==> src/rtl/spi_pkg.sv <==
// spi_pkg: shared SPI frame constants, arbiter state type and round-robin pick
package spi_pkg;
  localparam int unsigned SPI_DATA_W = 12;
  localparam int unsigned SPI_FRAME_PULSES = 14;
  typedef enum logic [2:0] {IDLE, LEAD, SHIFT, TAIL, GAP} spi_arb_state_t;
  function automatic logic [2:0] rr_pick(input logic [7:0] req, input logic [2:0] ptr, input int unsigned n);
    logic [2:0] g;
    logic hit;
    int unsigned idx;
    g = ptr;
    hit = 1'b0;
    for (int unsigned i = 0; i < 8; i++) begin
      idx = 32'(ptr) + i;
      if (idx >= n) idx -= n;
      if (i < n && !hit && req[idx[2:0]]) begin
        g = idx[2:0];
        hit = 1'b1;
      end
    end
    return g;
  endfunction
endpackage

==> src/rtl/spi_sclk_gen.sv <==
// spi_sclk_gen: divided SPI clock with rise/fall strobes and end-of-frame detect
module spi_sclk_gen
  import spi_pkg::*;
#(
  parameter int unsigned CLK_DIV = 4
) (
  input  logic clk,
  input  logic rst,
  input  logic en,
  output logic sclk,
  output logic rise,
  output logic fall,
  output logic done
);
  localparam int unsigned CW = $clog2(CLK_DIV);
  logic [CW-1:0] cnt;
  logic [3:0] pcnt;
  logic term;
  assign term = en && cnt == CW'(CLK_DIV - 1);
  assign rise = term && !sclk && pcnt != 4'(SPI_FRAME_PULSES);
  assign fall = term && sclk;
  // after the last pulse, the would-be next rise instead ends the frame
  assign done = term && !sclk && pcnt == 4'(SPI_FRAME_PULSES);
  always_ff @(posedge clk) begin
    if (!rst || !en) begin
      cnt <= '0;
      sclk <= 1'b0;
      pcnt <= '0;
    end else begin
      cnt <= term ? '0 : cnt + CW'(1);
      if (rise) sclk <= 1'b1;
      if (fall) begin
        sclk <= 1'b0;
        pcnt <= pcnt + 4'd1;
      end
    end
  end
endmodule

==> src/rtl/spi_master_arbiter.sv <==
// spi_master_arbiter: round-robin arbiter sharing one LSB-first 12-bit SPI master link
module spi_master_arbiter
  import spi_pkg::*;
#(
  parameter int unsigned NUM_REQ = 4,
  parameter int unsigned DATA_W = SPI_DATA_W,
  parameter int unsigned CLK_DIV = 4,
  parameter int unsigned GAP_CYCLES = 2
) (
  input  logic                       clk,
  input  logic                       rst,
  input  logic [NUM_REQ-1:0]         req,
  input  logic [NUM_REQ*DATA_W-1:0]  req_data,
  output logic [NUM_REQ-1:0]         ack,
  output logic                       busy,
  output logic [$clog2(NUM_REQ)-1:0] grant_id,
  output logic                       sclk,
  output logic                       cs,
  output logic                       mosi
);
  localparam int unsigned GW = $clog2(NUM_REQ);
  localparam int unsigned GCW = $clog2(GAP_CYCLES) + 1;
  spi_arb_state_t state, state_d;
  logic [GW-1:0] ptr, pick;
  logic [DATA_W-1:0] sh;
  logic [3:0] bcnt;
  logic [GCW-1:0] gcnt;
  logic en, rise, fall, done;
  assign en = state == LEAD || state == SHIFT || state == TAIL;
  assign cs = !en;
  assign busy = state != IDLE;
  assign pick = GW'(rr_pick(8'(req), 3'(ptr), NUM_REQ));
  spi_sclk_gen #(.CLK_DIV(CLK_DIV)) u_sclk (
    .clk(clk), .rst(rst), .en(en), .sclk(sclk), .rise(rise), .fall(fall), .done(done)
  );
  always_comb begin
    state_d = state;
    case (state)
      IDLE:    state_d = |req ? LEAD : IDLE;
      LEAD:    state_d = fall ? SHIFT : LEAD;
      SHIFT:   state_d = fall && bcnt == 4'(DATA_W - 1) ? TAIL : SHIFT;
      TAIL:    state_d = done ? GAP : TAIL;
      GAP:     state_d = gcnt == GCW'(GAP_CYCLES - 1) ? IDLE : GAP;
      default: state_d = IDLE;
    endcase
  end
  always_ff @(posedge clk) begin
    if (!rst) begin
      state <= IDLE;
      mosi <= 1'b0;
      ack <= '0;
      grant_id <= '0;
      ptr <= '0;
      sh <= '0;
      bcnt <= '0;
      gcnt <= '0;
    end else begin
      state <= state_d;
      ack <= '0;
      if (state == IDLE && |req) begin
        grant_id <= pick;
        sh <= req_data[pick*DATA_W +: DATA_W];
        mosi <= 1'b0;
      end
      if (state == LEAD && rise) bcnt <= '0;
      // mosi only moves on falls so it is stable across every rise
      if ((state == LEAD || state == SHIFT) && fall) begin
        mosi <= state == SHIFT && bcnt == 4'(DATA_W - 1) ? 1'b0 : sh[0];
        sh <= sh >> 1;
        if (state == SHIFT) bcnt <= bcnt + 4'd1;
      end
      if (state == TAIL && done) begin
        ack[grant_id] <= 1'b1;
        ptr <= grant_id == GW'(NUM_REQ - 1) ? '0 : grant_id + GW'(1);
        gcnt <= '0;
      end
      if (state == GAP) gcnt <= gcnt + GCW'(1);
    end
  end
endmodule

==> config.mk <==
export PLATFORM = sky130hd
export DESIGN_NAME = spi_master_arbiter
export DESIGN_NICKNAME = d
export VERILOG_FILES = /design/src/rtl/spi_pkg.sv /design/src/rtl/spi_sclk_gen.sv /design/src/rtl/spi_master_arbiter.sv
export SDC_FILE = /design/constraint.sdc
export NUM_CORES = 1
export LEC_CHECK = 0
export CORE_MARGIN = 2
export CORE_UTILIZATION = 51
export CTS_CLUSTER_SIZE = 14
export DETAILED_ROUTE_END_ITERATION = 12
export GPL_TIMING_DRIVEN = 0
export PLACE_DENSITY = 0.86
export SLEW_MARGIN = 20
export SYNTH_ARGS = -nofsm -noshare
export SYNTH_HDL_FRONTEND = slang
export SYNTH_HIERARCHICAL = 1
export SYNTH_SLANG_ARGS = --single-unit
==> constraint.sdc <==
create_clock -name clk -period 3.7 [get_ports clk]
set_clock_uncertainty 0.05 [all_clocks]
set_input_delay 0.74 -clock clk [delete_from_list [all_inputs] [get_ports clk]]
set_output_delay 0.74 -clock clk [all_outputs]
set_load 0.05 [all_outputs]
; Word-level counts from Yosys, hierarchy flattened
; Index checks and enable logic that the tools add are counted.
[word_totals]
out_inout_bits = 10
word_cells = 118
regBits = 37
[op_classes]
n_mul = 1
shifts = 1
n_lt_le_gt_ge = 10
n_addsub = 12
n_reduce_logical = 33
eq_ne = 10
bitwise_logic = 1
muxes = 38
[op_table]
columns = cell, n
row1 = 48-bit by 7-bit variable part select with 12-bit output, 1
row2 = 11-bit 2-to-1 mux, 2
row3 = 3-bit 2-to-1 mux, 6
row4 = "3-bit by 4-bit < comparator with 1-bit output, second input constant", 4
row5 = 2-bit 2-to-1 mux, 8
row6 = 1-bit logical AND, 15
row7 = 3-bit case mux with 5 select lines, 1
row8 = 1-bit 2-to-1 mux, 13
row9 = 1-bit binary-select mux with 3-bit select, 4
row10 = 4-bit 2-to-1 mux, 3
row11 = "3-bit greater-or-equal comparator, second input constant", 3
row12 = "3-bit subtractor, second input constant", 3
row13 = "4-bit by 1-bit adder with 4-bit output, second input constant", 2
row14 = "4-bit equality test, second input constant", 2
row15 = "2-bit by 1-bit adder with 2-bit output, second input constant", 3
row16 = "2-bit by 2-bit adder with 3-bit output, second input constant", 2
row17 = "3-bit by 2-bit equality test with 1-bit output, second input constant", 2
row18 = 1-bit logical NOT, 6
row19 = 2-bit OR reduction, 3
row20 = "2-bit equality test, second input constant", 2
row21 = "2-bit by 2-bit multiplier with 4-bit output, second input constant", 1
row22 = "4-bit inequality test, second input constant", 1
row23 = 2-bit nonzero test, 2
row24 = 4-bit OR reduction, 1
row25 = 14 further kinds, 16

; Depth between registers and ports, before layout
; Gate-level depths: netlist (run 1).
[depth]
depth_word = 18
ltp_mapped = 11
mapped_depth_nobuf = 9

; Cells and area by module
; The synthesis (run 1) kept the hierarchy.
[by_module_without_submodules]
columns = module, cells_each, area_per_inst_um2, n_inst
row1 = spi_master_arbiter, 209, 1831.8, 1
row2 = spi_sclk_gen, 34, 315.3, 1

; Least setup slack after synthesis (run 1)
; Ideal clock, no wire load.
[synth_path]
path_type = flip-flop to flip-flop
startpoint = register state[0]
endpoint = register sh[2]
t_arrival_ps = 2058
setup_time_ps = 83
path_stages_with_launch = 12
path_buffers = 2
path_slack_ps = 1510
synth_period_minus_slack_ps = 2190
path_cell_list = dfxtp_1 clkbuf_1 nor2_1 nor2_1 nand3_2 inv_1 nand2b_1 nor2_1 clkbuf_1 a22o_1 nand2_1 o221ai_1
[synth_between]
elab_chain_cells = 7
elab_cells_between_ends = 12
classes_between = eq/ne (3) / mux (1) / reduce/logical (8)
[synth_rtl]
columns = element, line_no
row1 = from (decl), spi_master_arbiter.sv:23  ; spi_arb_state_t state, state_d;
row2 = from (signal assigned), spi_master_arbiter.sv:58  ; state <= state_d;
row3 = 3-bit by 1-bit equality test with 1-bit output / 3-bit by 2-bit equality test with 1-bit output (equally long branches), spi_master_arbiter.sv:29  ; assign en = state == LEAD || state == SHIFT || state == TAIL;
row4 = 1-bit logical OR, spi_master_arbiter.sv:29
row5 = 1-bit logical OR (*), spi_master_arbiter.sv:29
row6 = net en, spi_master_arbiter.sv:28  ; logic en, rise, fall, done;
row7 = 1-bit logical AND (*), spi_sclk_gen.sv:19  ; assign term = en && cnt == CW'(CLK_DIV - 1);
row8 = 1-bit logical AND (*), spi_sclk_gen.sv:21  ; assign fall = term && sclk;
row9 = net fall, spi_master_arbiter.sv:28
row10 = 1-bit logical AND (*), spi_master_arbiter.sv:67  ; if ((state == LEAD || state == SHIFT) && fall) begin
row11 = 11-bit 2-to-1 mux / 2-bit nonzero test (equally long branches), n/a
row12 = to (signal assigned), spi_master_arbiter.sv:62  ; sh <= req_data[pick*DATA_W +: DATA_W];
row13 = to (signal assigned), spi_master_arbiter.sv:69  ; sh <= sh >> 1;
row14 = to (decl), spi_master_arbiter.sv:25  ; logic [DATA_W-1:0] sh;
; Mark *: on every way through the listed nets, which the timed path passes. The rest lies on a longest branch.
; A chain may end at the register's enable or synchronous reset.

; Final worst setup path (run 1)
[layout_path]
startpoint = register state[0]
endpoint = output cs
[layout_between]
elab_chain_cells = 4
elab_cells_between_ends = 6
classes_between = eq/ne (3) / reduce/logical (3)
[layout_rtl]
columns = element, line_no
row1 = 3-bit by 1-bit equality test with 1-bit output / 3-bit by 2-bit equality test with 1-bit output (equally long branches), spi_master_arbiter.sv:29
row2 = 1-bit logical OR, spi_master_arbiter.sv:29
row3 = 1-bit logical OR (*), spi_master_arbiter.sv:29
row4 = net en, spi_master_arbiter.sv:28
row5 = 1-bit logical NOT (*), spi_master_arbiter.sv:30  ; assign cs = !en;
row6 = to (decl), spi_master_arbiter.sv:18  ; output logic cs,
; Marks and branches as above.

==> flow_summary.json, run 1 <==
{
  "status": "finished clean",
  "post-dp-hpwl_mm": 4.04,
  "avgRoutedWirePerCell_um": 14.6,
  "synth-seq-area-share_pct": 34.5,
  "worstRegToRegCells": 11,
  "hp-class": "reg -> reg",
  "clockBufferDepth": 2,
  "grt_pass1_wl_mm": 8.27,
  "synth_top_family_by_area": "simple AND/OR/NAND/NOR gates",
  "hold_path_end": "u_sclk/cnt[0]",
  "async_reset_ff_share_pct": 0,
  "synthSimpleGateAreaFrac_pct": 23.0,
  "nFillCells": 342,
  "cts_made_buffers": 5,
  "grt_pass1_vias": 1815,
  "core_um2": 4030,
  "timing.rr.end": "sh[10]",
  "synth.net_count": 306,
  "rrSetupSlack_ps": 910,
  "timing.rr.start": "state[0]",
  "syn_to_final_growth_pct": 37.9,
  "cts_resized": 0,
  "muxShareOfSynthArea_pct": 11.2,
  "drive_gt1_share_pct": 7.64,
  "synthAdderAreaFrac_pct": 5.24,
  "overflow": 0,
  "postCtsHoldBufs": 0,
  "ir_drop_uv": 217,
  "crit_chain": "clkbuf_1, nor2_1, nor2_1, inv_1, clkdlybuf4s50_1",
  "timing.setup.tns_ps": 0,
  "clock_sinks": 37,
  "dr.pass1.iters": 4,
  "p_int_uw": 727,
  "endpoint_kind": "output pin",
  "finalMaxSlewViolations": 0,
  "path_max_fanout": 10,
  "final_cell_mix": "clkdlybuf4s50_1, dfxtp_1, mux2i_1",
  "die_height_um": 68.9,
  "avgViaCountPerCell": 5.63,
  "critPathRequiredTime_ps": 2910,
  "slew_headroom_pct": 64.7,
  "io_buffers": 63,
  "routabilityCongestion": 0.812,
  "cts_root_buffer": "clkbuf_8",
  "tightest_slew_ps": 527,
  "post_cts_buffers": 0,
  "ys_ff_latch": 37,
  "clkPwrFrac_pct": 38.6,
  "finalCriticalPeriod_ps": 2980,
  "synth_compound_area_share_pct": 19.6,
  "antenna_found_initial": 0,
  "ioPinCount": 64,
  "cp_top_family": "buffers and inverters",
  "maxCapViolCount": 0,
  "p_seq_share_pct": 44.2,
  "cp-start-kind": "register",
  "synth_edf_count": 0,
  "vias": 2051,
  "grt_max_degree": 13,
  "ys_warn_count": 6,
  "hp-start": "u_sclk/cnt[0]",
  "die-area_um2": 4750,
  "powerDensity_nw_per_um2": 323,
  "cp_common_cell": "nor2_1",
  "post-route-period-util_pct": 80.4,
  "grt_usage_pct": 23.4,
  "die_w_um": 68.9,
  "path_clk_slew_ps": 80,
  "drc": 0,
  "finalSetupViolCount": 0,
  "drt-initial-drc-count": 174,
  "fin_nets": 376,
  "netSwitchingFraction_pct": 23.8,
  "crit_type": "reg -> out",
  "n_antenna_cell": 0,
  "cp_num_buf_inv": 3,
  "min_path_cells": 1,
  "final_common_cell": "clkdlybuf4s50_1",
  "p_leak_nw": 1.12,
  "combPwrFrac_pct": 17.2,
  "timing.hold.ws_ps": 381,
  "clk_latency_ps": 290,
  "row_count": 23,
  "wl_mm": 5.30,
  "cpPeakStageDelay_ps": 700,
  "netlist_area_um2": 2150,
  "crit_arrival_ps": 2190,
  "synth_xor_area_share_pct": 1.22,
  "final_util_pct": 73.5,
  "cp_slowest_cell": "clkdlybuf4s50_1",
  "postSynthAreaPerCell_um2": 8.84,
  "hold_viol": 0,
  "fmax_mhz": 336,
  "postRouteAntennaNets": 0,
  "rsz0062_at_grt": "false",
  "synthCells": 243,
  "synth-main-ff-cell": "dfxtp_1",
  "cts_tree": "yes",
  "power_switching_uw": 227,
  "synth.distinct_cells": 48,
  "initial_utilization_pct": 53.3,
  "cts_htree_levels": 2
}
[worst register-to-register path: stages (launching register included)]
cell and delay [ps]:
dfxtp_1 380, clkbuf_1 320, nor2_1 110, nor2_1 310, nand3_2 130, inv_1 220
nand2b_1 130, nor2_1 230, clkbuf_1 440, a22o_1 240, nand2_1 60, o221ai_1 100
[flip-flops by register name, summed over array words and instances, names as in the netlist, 3 cells and up]
register / flops
state: 3
u_sclk/pcnt: 4
ack: 4
sh: 12
bcnt: 4
[final cells by class]
cell class                 instances  area, um^2  area share, %
sequential                        37         741           25.0
timing repair buffer              63         631           21.3
multi-input combinational        183        1290           43.7
tap                               50        62.6           2.11
buffer                            12        70.1           2.37
clock buffer                       6        82.6           2.79
inverter                          11        41.3           1.39
clock inverter                     2        37.5           1.27
[Yosys cell counts (all sizes together) (2+ instances only)]
master | number | share of area [%]
nand2b | 4 | 1.2
and2 | 6 | 1.7
nand3b | 3 | 1.0
o21ai | 6 | 1.4
a22o | 11 | 4.5
clkbuf | 6 | 1.0
or2b | 2 | 0.70
nand2 | 21 | 3.7
mux2i | 24 | 11
nor3 | 7 | 2.4
a21oi | 12 | 3.0
dfxtp | 37 | 34
inv | 11 | 1.9
nor2b | 5 | 1.5
nand3 | 10 | 2.6
nor2 | 21 | 3.7
xnor2 | 2 | 0.82
buf | 6 | 2.2
ha | 9 | 5.2
nor3b | 4 | 1.4
o211ai | 4 | 1.4
o221ai | 11 | 4.5
or2 | 2 | 0.58
[metrics by stage]
stage	worst slack, ps	instance area, um^2	power (mW)	cells
4_1_cts	716	2960	0.961	364
3_5_place_dp	864	2840	0.595	356
2_1_floorplan	1510	2150	0.514	243
3_3_place_gp	939	2840	0.591	356
5_1_grt	565	2960	0.995	364
6_report	724	2960	0.955	364
[cells by family (layout without fill, tap and decap cells)]
family          Yosys count  count (layout)
buf+inv                  23              94
simple gates             92              92
compound gates           55              55
fa+ha+maj                 9               9
mux                      24              24
xor+xnor                  3               3
flops                    37              37
[power by group through the flow]
stage	registers, mW	clock network, mW	logic [mW]
after global placement	0.430	0	0.161
after CTS	0.422	0.374	0.165
after global routing	0.424	0.392	0.180
after detailed placement	0.431	0	0.164
after floorplan	0.432	0	0.0821
final	0.422	0.368	0.164
[worst max-delay path by stage]
stage                     endpoint  startpoint  depth (start not counted)
after floorplan              sh[2]    state[0]                         11
after global placement       sh[3]      req[3]                          7
final                           cs    state[0]                          5
after CTS                       cs    state[0]                          5
after detailed placement     sh[3]      req[3]                          7
after global routing            cs    state[0]                          5
[metal layers]
metal,global-route usage [%],routed length (um),vias up
met4,8.09,63,0
met1,29.9,2360,972
met3,3.41,190,5
met5,0,0,-
li1,-,-,1025
met2,40.4,2680,49
(Power assumes the default switching activity.)
==> inputs of run 2 (changes only) <==
--- a/config.mk
+++ b/config.mk
@@ -6,11 +6,11 @@
 export NUM_CORES = 1
 export LEC_CHECK = 0
 export CORE_MARGIN = 2
-export CORE_UTILIZATION = 51
+export CORE_UTILIZATION = 47
 export CTS_CLUSTER_SIZE = 14
 export DETAILED_ROUTE_END_ITERATION = 12
 export GPL_TIMING_DRIVEN = 0
-export PLACE_DENSITY = 0.86
+export PLACE_DENSITY = 0.8
 export SLEW_MARGIN = 20
 export SYNTH_ARGS = -nofsm -noshare
 export SYNTH_HDL_FRONTEND = slang
==> constraint.sdc (replaced) <==
create_clock -name clk -period 2.8 [get_ports clk]
set_clock_uncertainty 0.05 [all_clocks]
set_input_delay 0.56 -clock clk [delete_from_list [all_inputs] [get_ports clk]]
set_output_delay 0.56 -clock clk [all_outputs]
set_load 0.05 [all_outputs]
==> flow_summary.json, run 2 (synthesized netlist as in run 1, its figures left out) <==
{
  "timing.rr.start": "state[0]",
  "powerDensity_nw_per_um2": 400,
  "cts_made_buffers": 5,
  "n_antenna_cell": 0,
  "cp_num_buf_inv": 3,
  "crit_chain": "clkbuf_1, nor2_1, nor2_1, inv_1, dlygate4sd2_1",
  "cpPeakStageDelay_ps": 430,
  "pre_cts_ws_ps": 150,
  "critPathRequiredTime_ps": 2190,
  "worstRegToRegCells": 11,
  "grt_pass1_vias": 1978,
  "rsz0062_at_grt": "false",
  "crit_type": "reg -> out",
  "hold_viol": 0,
  "status": "finished clean",
  "core_um2": 4380,
  "path_max_fanout": 10,
  "overflow": 0,
  "grt.met1_usage_pct": 27.7,
  "maxCapViolCount": 0,
  "endpoint_kind": "output pin",
  "hold_path_end": "u_sclk/cnt[0]",
  "timing.setup.tns_ps": 0,
  "row_count": 24,
  "ioPinCount": 64,
  "timing.hold.ws_ps": 373,
  "grt_max_degree": 12,
  "cp_top_family": "buffers and inverters",
  "rrSetupSlack_ps": 250,
  "final_common_cell": "clkdlybuf4s50_1",
  "fin_nets": 376,
  "cts_root_buffer": "clkbuf_8",
  "clk_latency_ps": 280,
  "path_clk_slew_ps": 70,
  "slew_headroom_pct": 66.0,
  "io_buffers": 63,
  "post-dp-hpwl_mm": 3.90,
  "hp-start": "u_sclk/cnt[0]",
  "die_w_um": 71.6,
  "cp-start-kind": "register",
  "vias": 2023,
  "min_path_cells": 1,
  "grt_use_met3_pct": 3.94,
  "tightest_slew_ps": 509,
  "grt_util_met2_pct": 36.6,
  "syn_to_final_growth_pct": 37.1,
  "die_height_um": 71.6,
  "nFillCells": 356,
  "avgViaCountPerCell": 5.53,
  "dr.pass1.iters": 4,
  "die-area_um2": 5130,
  "clock_sinks": 37,
  "cts_htree_levels": 2,
  "postRouteAntennaNets": 0,
  "drt-initial-drc-count": 155,
  "drive_gt1_share_pct": 7.96,
  "grt_pass1_wl_mm": 8.80,
  "ff_latch_area_um2": 741,
  "timing.rr.end": "sh[3]",
  "routabilityCongestion": 0.832,
  "place_area_um2": 2840,
  "crit_arrival_ps": 1950,
  "cts_tree": "yes",
  "final_util_pct": 67.2,
  "dp.cells": 358,
  "fmax_mhz": 390,
  "cp_slowest_cell": "dlygate4sd2_1",
  "finalSetupViolCount": 0,
  "cp_common_cell": "nor2_1",
  "largest-register": "sh",
  "wl_mm": 5.16,
  "drc": 0,
  "p_leak_nw": 1.12,
  "instances_no_fill": 366,
  "avgRoutedWirePerCell_um": 14.1,
  "post_cts_buffers": 0,
  "final_cell_mix": "clkdlybuf4s50_1, dfxtp_1, mux2i_1",
  "setup_slack_ps": 238,
  "finalInstanceArea_um2": 2940,
  "antenna_found_initial": 0,
  "hp-class": "reg -> reg",
  "post-route-period-util_pct": 91.5,
  "postCtsHoldBufs": 0,
  "busiest_layer": "met2",
  "finalMaxSlewViolations": 0,
  "finalCriticalPeriod_ps": 2560,
  "ir_drop_uv": 319,
  "largest_reg_flops": 12,
  "initial_utilization_pct": 49.0,
  "clockBufferDepth": 2,
  "multi_input_area_um2": 1290,
  "total_power_mw": 1.18,
  "grt_usage_pct": 21.3
}
-- run 2: changes by cell type in the layout (fill, tap and decap cells not counted), sizes merged --
cell / before / now
clkbuf: 12 / 13
clkinv: 0 / 1
dlygate4sd2: 0 / 1
clkinvlp: 1 / 0
bufinv: 1 / 0
clkdlybuf4s50: 63 / 62
-- run 2: layout make-up --
| cell class | count | area share (%) |
|---|---|---|
| repair buffers | 63 | 21.4 |
| flip-flops and latches | 37 | 25.2 |
| plain buffers | 12 | 2.42 |
| clock buffers | 7 | 3.27 |
| multi-input cells | 183 | 44.0 |
| clock inverters | 1 | 0.170 |
| inverters | 11 | 1.40 |
| well taps | 52 | 2.21 |
-- run 2: worst max path at each step --
stage	start	endpoint	slack, ps	cells after the start
after floorplan	state[0]	sh[2]	610	11
after global placement	req[3]	sh[0]	200	7
after detailed placement	state[0]	sh[3]	150	11
after CTS	state[0]	sh[3]	110	11
after global routing	state[0]	sh[10]	6	11
final	state[0]	cs	240	5
-- run 2: worst register-to-register path, stage by stage, from the launching register on --
cell,delay [ps]
dfxtp_1,380
clkbuf_1,350
nor2_1,100
nor2_1,330
nand3_2,140
inv_1,200
nand2b_1,120
nor2_1,190
clkbuf_2,270
a22o_1,190
nand2_1,60
o221ai_1,90
-- run 2: timing repair --
item	CTS	global route
pin swaps	0	0
resized for setup	1	2
setup endpoints to repair	1	10
-- run 2: report_power, final --
part	switching [mW]	total, mW	leakage (nW)	internal [mW]
clock network	0.182	0.405	0.0542	0.223
registers	0.0122	0.558	0.301	0.546
logic	0.0897	0.215	0.766	0.126
total	0.284	1.18	1.12	0.894
-- run 2: metal layers --
metal / up-vias / wire length [um] / share of wire [%]
met4: 0 / 55 / 1.1
li1: 1019 / - / -
met3: 4 / 237 / 4.6
met5: - / 0 / 0
met1: 955 / 2310 / 45
met2: 45 / 2560 / 50
==> inputs of run 3 (changes only) <==
--- a/config.mk
+++ b/config.mk
@@ -6,11 +6,11 @@
 export NUM_CORES = 1
 export LEC_CHECK = 0
 export CORE_MARGIN = 2
-export CORE_UTILIZATION = 47
+export CORE_UTILIZATION = 40
 export CTS_CLUSTER_SIZE = 14
 export DETAILED_ROUTE_END_ITERATION = 12
 export GPL_TIMING_DRIVEN = 0
-export PLACE_DENSITY = 0.8
+export PLACE_DENSITY = 0.7
 export SLEW_MARGIN = 20
 export SYNTH_ARGS = -nofsm -noshare
 export SYNTH_HDL_FRONTEND = slang
==> flow_summary.json, run 3 (synthesized netlist as in run 1, its figures left out) <==
{
  "path_max_fanout": 10,
  "min_path_cells": 1,
  "finalMaxSlewViolations": 0,
  "path_clk_slew_ps": 70,
  "cp_top_family": "buffers and inverters",
  "ioPinCount": 64,
  "power_switching_uw": 284,
  "hold_viol": 0,
  "clockBufferDepth": 2,
  "powerDensity_nw_per_um2": 418,
  "cts_root_buffer": "clkbuf_8",
  "dp.cells": 376,
  "timing.rr.end": "sh[8]",
  "netSwitchingFraction_pct": 22.8,
  "n_antenna_cell": 0,
  "post-route-period-util_pct": 92.2,
  "cp-start-kind": "register",
  "worstRegToRegCells": 11,
  "overflow": 0,
  "cts_htree_levels": 2,
  "tightest_slew_ps": 505,
  "post_cts_buffers": 0,
  "grt_usage_pct": 17.7,
  "crit_chain": "clkbuf_1, nor3_2, inv_1, clkdlybuf4s50_1",
  "fin_nets": 376,
  "endpoint_kind": "output pin",
  "antenna_found_initial": 0,
  "largest_reg_flops": 12,
  "drc": 0,
  "crit_arrival_ps": 1970,
  "avgRoutedWirePerCell_um": 13.1,
  "drt-initial-drc-count": 89,
  "grt_pass1_vias": 1895,
  "total_power_mw": 1.25,
  "hp-class": "reg -> reg",
  "instances_no_fill": 384,
  "grt_pass1_wl_mm": 8.58,
  "critPathRequiredTime_ps": 2190,
  "clk_latency_ps": 280,
  "p_leak_nw": 1.13,
  "cp_slowest_cell": "clkdlybuf4s50_1",
  "hold_path_end": "u_sclk/cnt[0]",
  "largest-register": "sh",
  "wl_mm": 5.04,
  "post-dp-hpwl_mm": 3.90,
  "postCtsHoldBufs": 0,
  "final_common_cell": "clkdlybuf4s50_1",
  "avgViaCountPerCell": 5.22,
  "dr.pass1.iters": 4,
  "maxCapViolCount": 0,
  "status": "finished clean",
  "core_um2": 5140,
  "syn_to_final_growth_pct": 38.9,
  "slew_headroom_pct": 66.2,
  "row_count": 26,
  "cpPeakStageDelay_ps": 800,
  "hp-start": "u_sclk/cnt[0]",
  "clock_sinks": 37,
  "finalCriticalPeriod_ps": 2580,
  "crit_type": "reg -> out",
  "grt_max_degree": 12,
  "routabilityCongestion": 0.777,
  "fmax_mhz": 387,
  "cp_num_buf_inv": 3,
  "ir_drop_uv": 266,
  "final_cell_mix": "clkdlybuf4s50_1, dfxtp_1, mux2i_1",
  "p_seq_share_pct": 44.7,
  "initial_utilization_pct": 41.8,
  "cts_made_buffers": 5,
  "die_height_um": 77.3,
  "vias": 2003,
  "drive_gt1_share_pct": 7.64,
  "die-area_um2": 5970,
  "combPwrFrac_pct": 17.3,
  "postRouteAntennaNets": 0,
  "timing.rr.start": "state[0]",
  "p_int_uw": 962,
  "finalSetupViolCount": 0,
  "cts_tree": "yes",
  "die_w_um": 77.3,
  "io_buffers": 63,
  "clkPwrFrac_pct": 37.9,
  "rrSetupSlack_ps": 250
}
-- run 3: cell types whose count changed in the layout (fill, tap and decap cells not counted) --
cell       delta
clkinv_2      -1
clkbuf_8      -1
bufinv_16     +1
clkbuf_1      +1
-- run 3: final cells by class --
type | count | area (um^2)
buffer | 12 | 71.3
clock buffer | 7 | 86.3
clock inverter | 1 | 30.0
fill | 490 | 2160
inverter | 11 | 41.3
multi-input combinational | 183 | 1290
sequential | 37 | 741
tap | 70 | 87.6
timing repair buffer | 63 | 629
-- run 3: worst register-to-register path: cells and delay by family (launching register included) --
| kind | cells | cell delay, ps |
|---|---|---|
| AOI/OAI and AO/OA | 2 | 270 |
| buffers and inverters | 3 | 830 |
| DFF | 1 | 390 |
| and+or+nand+nor | 6 | 930 |
-- run 3: power groups by stage --
| stage | Sequential (mW) | Combinational [mW] | Clock, mW |
|---|---|---|---|
| 3_3_place_gp | 0.569 | 0.215 | 0 |
| 3_5_place_dp | 0.569 | 0.218 | 0 |
| 5_1_grt | 0.559 | 0.236 | 0.511 |
| 2_1_floorplan | 0.571 | 0.108 | 0 |
| 6_report | 0.557 | 0.216 | 0.472 |
| 4_1_cts | 0.557 | 0.218 | 0.487 |
-- run 3: what timing repair did --
item                                    CTS  global route
gates resized for setup                   1             2
pin swaps                                 0             0
endpoints found under the setup margin    1            10
-- run 3: how the worst max path moves through the flow --
stage / from / end / slack [ps] / cells after the start
after global placement: req[3] / sh[3] / 130 / 7
final: state[2] / busy / 220 / 4
after CTS: state[0] / sh[8] / 110 / 11
after global routing: state[0] / sh[9] / -1 / 11
after floorplan: state[0] / sh[2] / 610 / 11
after detailed placement: req[3] / sh[0] / 90 / 7
-- run 3: per-stage QoR --
stage | cell area [um^2] | setup TNS (ps) | utilization [%] | hold WS (ps) | worst slack (ps)
after floorplan | 2150 | 0 | - | 354 | 610
after global placement | 2870 | 0 | 55.7 | 369 | 129
after detailed placement | 2870 | 0 | 55.7 | 374 | 90.0
after CTS | 2980 | 0 | 58.0 | 385 | 111
after global routing | 2980 | -1.16 | 58.0 | 409 | -1.16
final | 2980 | 0 | 58.0 | 386 | 219
-- run 3: layer usage --
| layer | GRT usage (%) | part of all wire [%] |
|---|---|---|
| met5 | 0 | 0 |
| met4 | 5.89 | 1.3 |
| met3 | 3.76 | 4.0 |
| met2 | 26.7 | 45 |
| met1 | 24.9 | 49 |
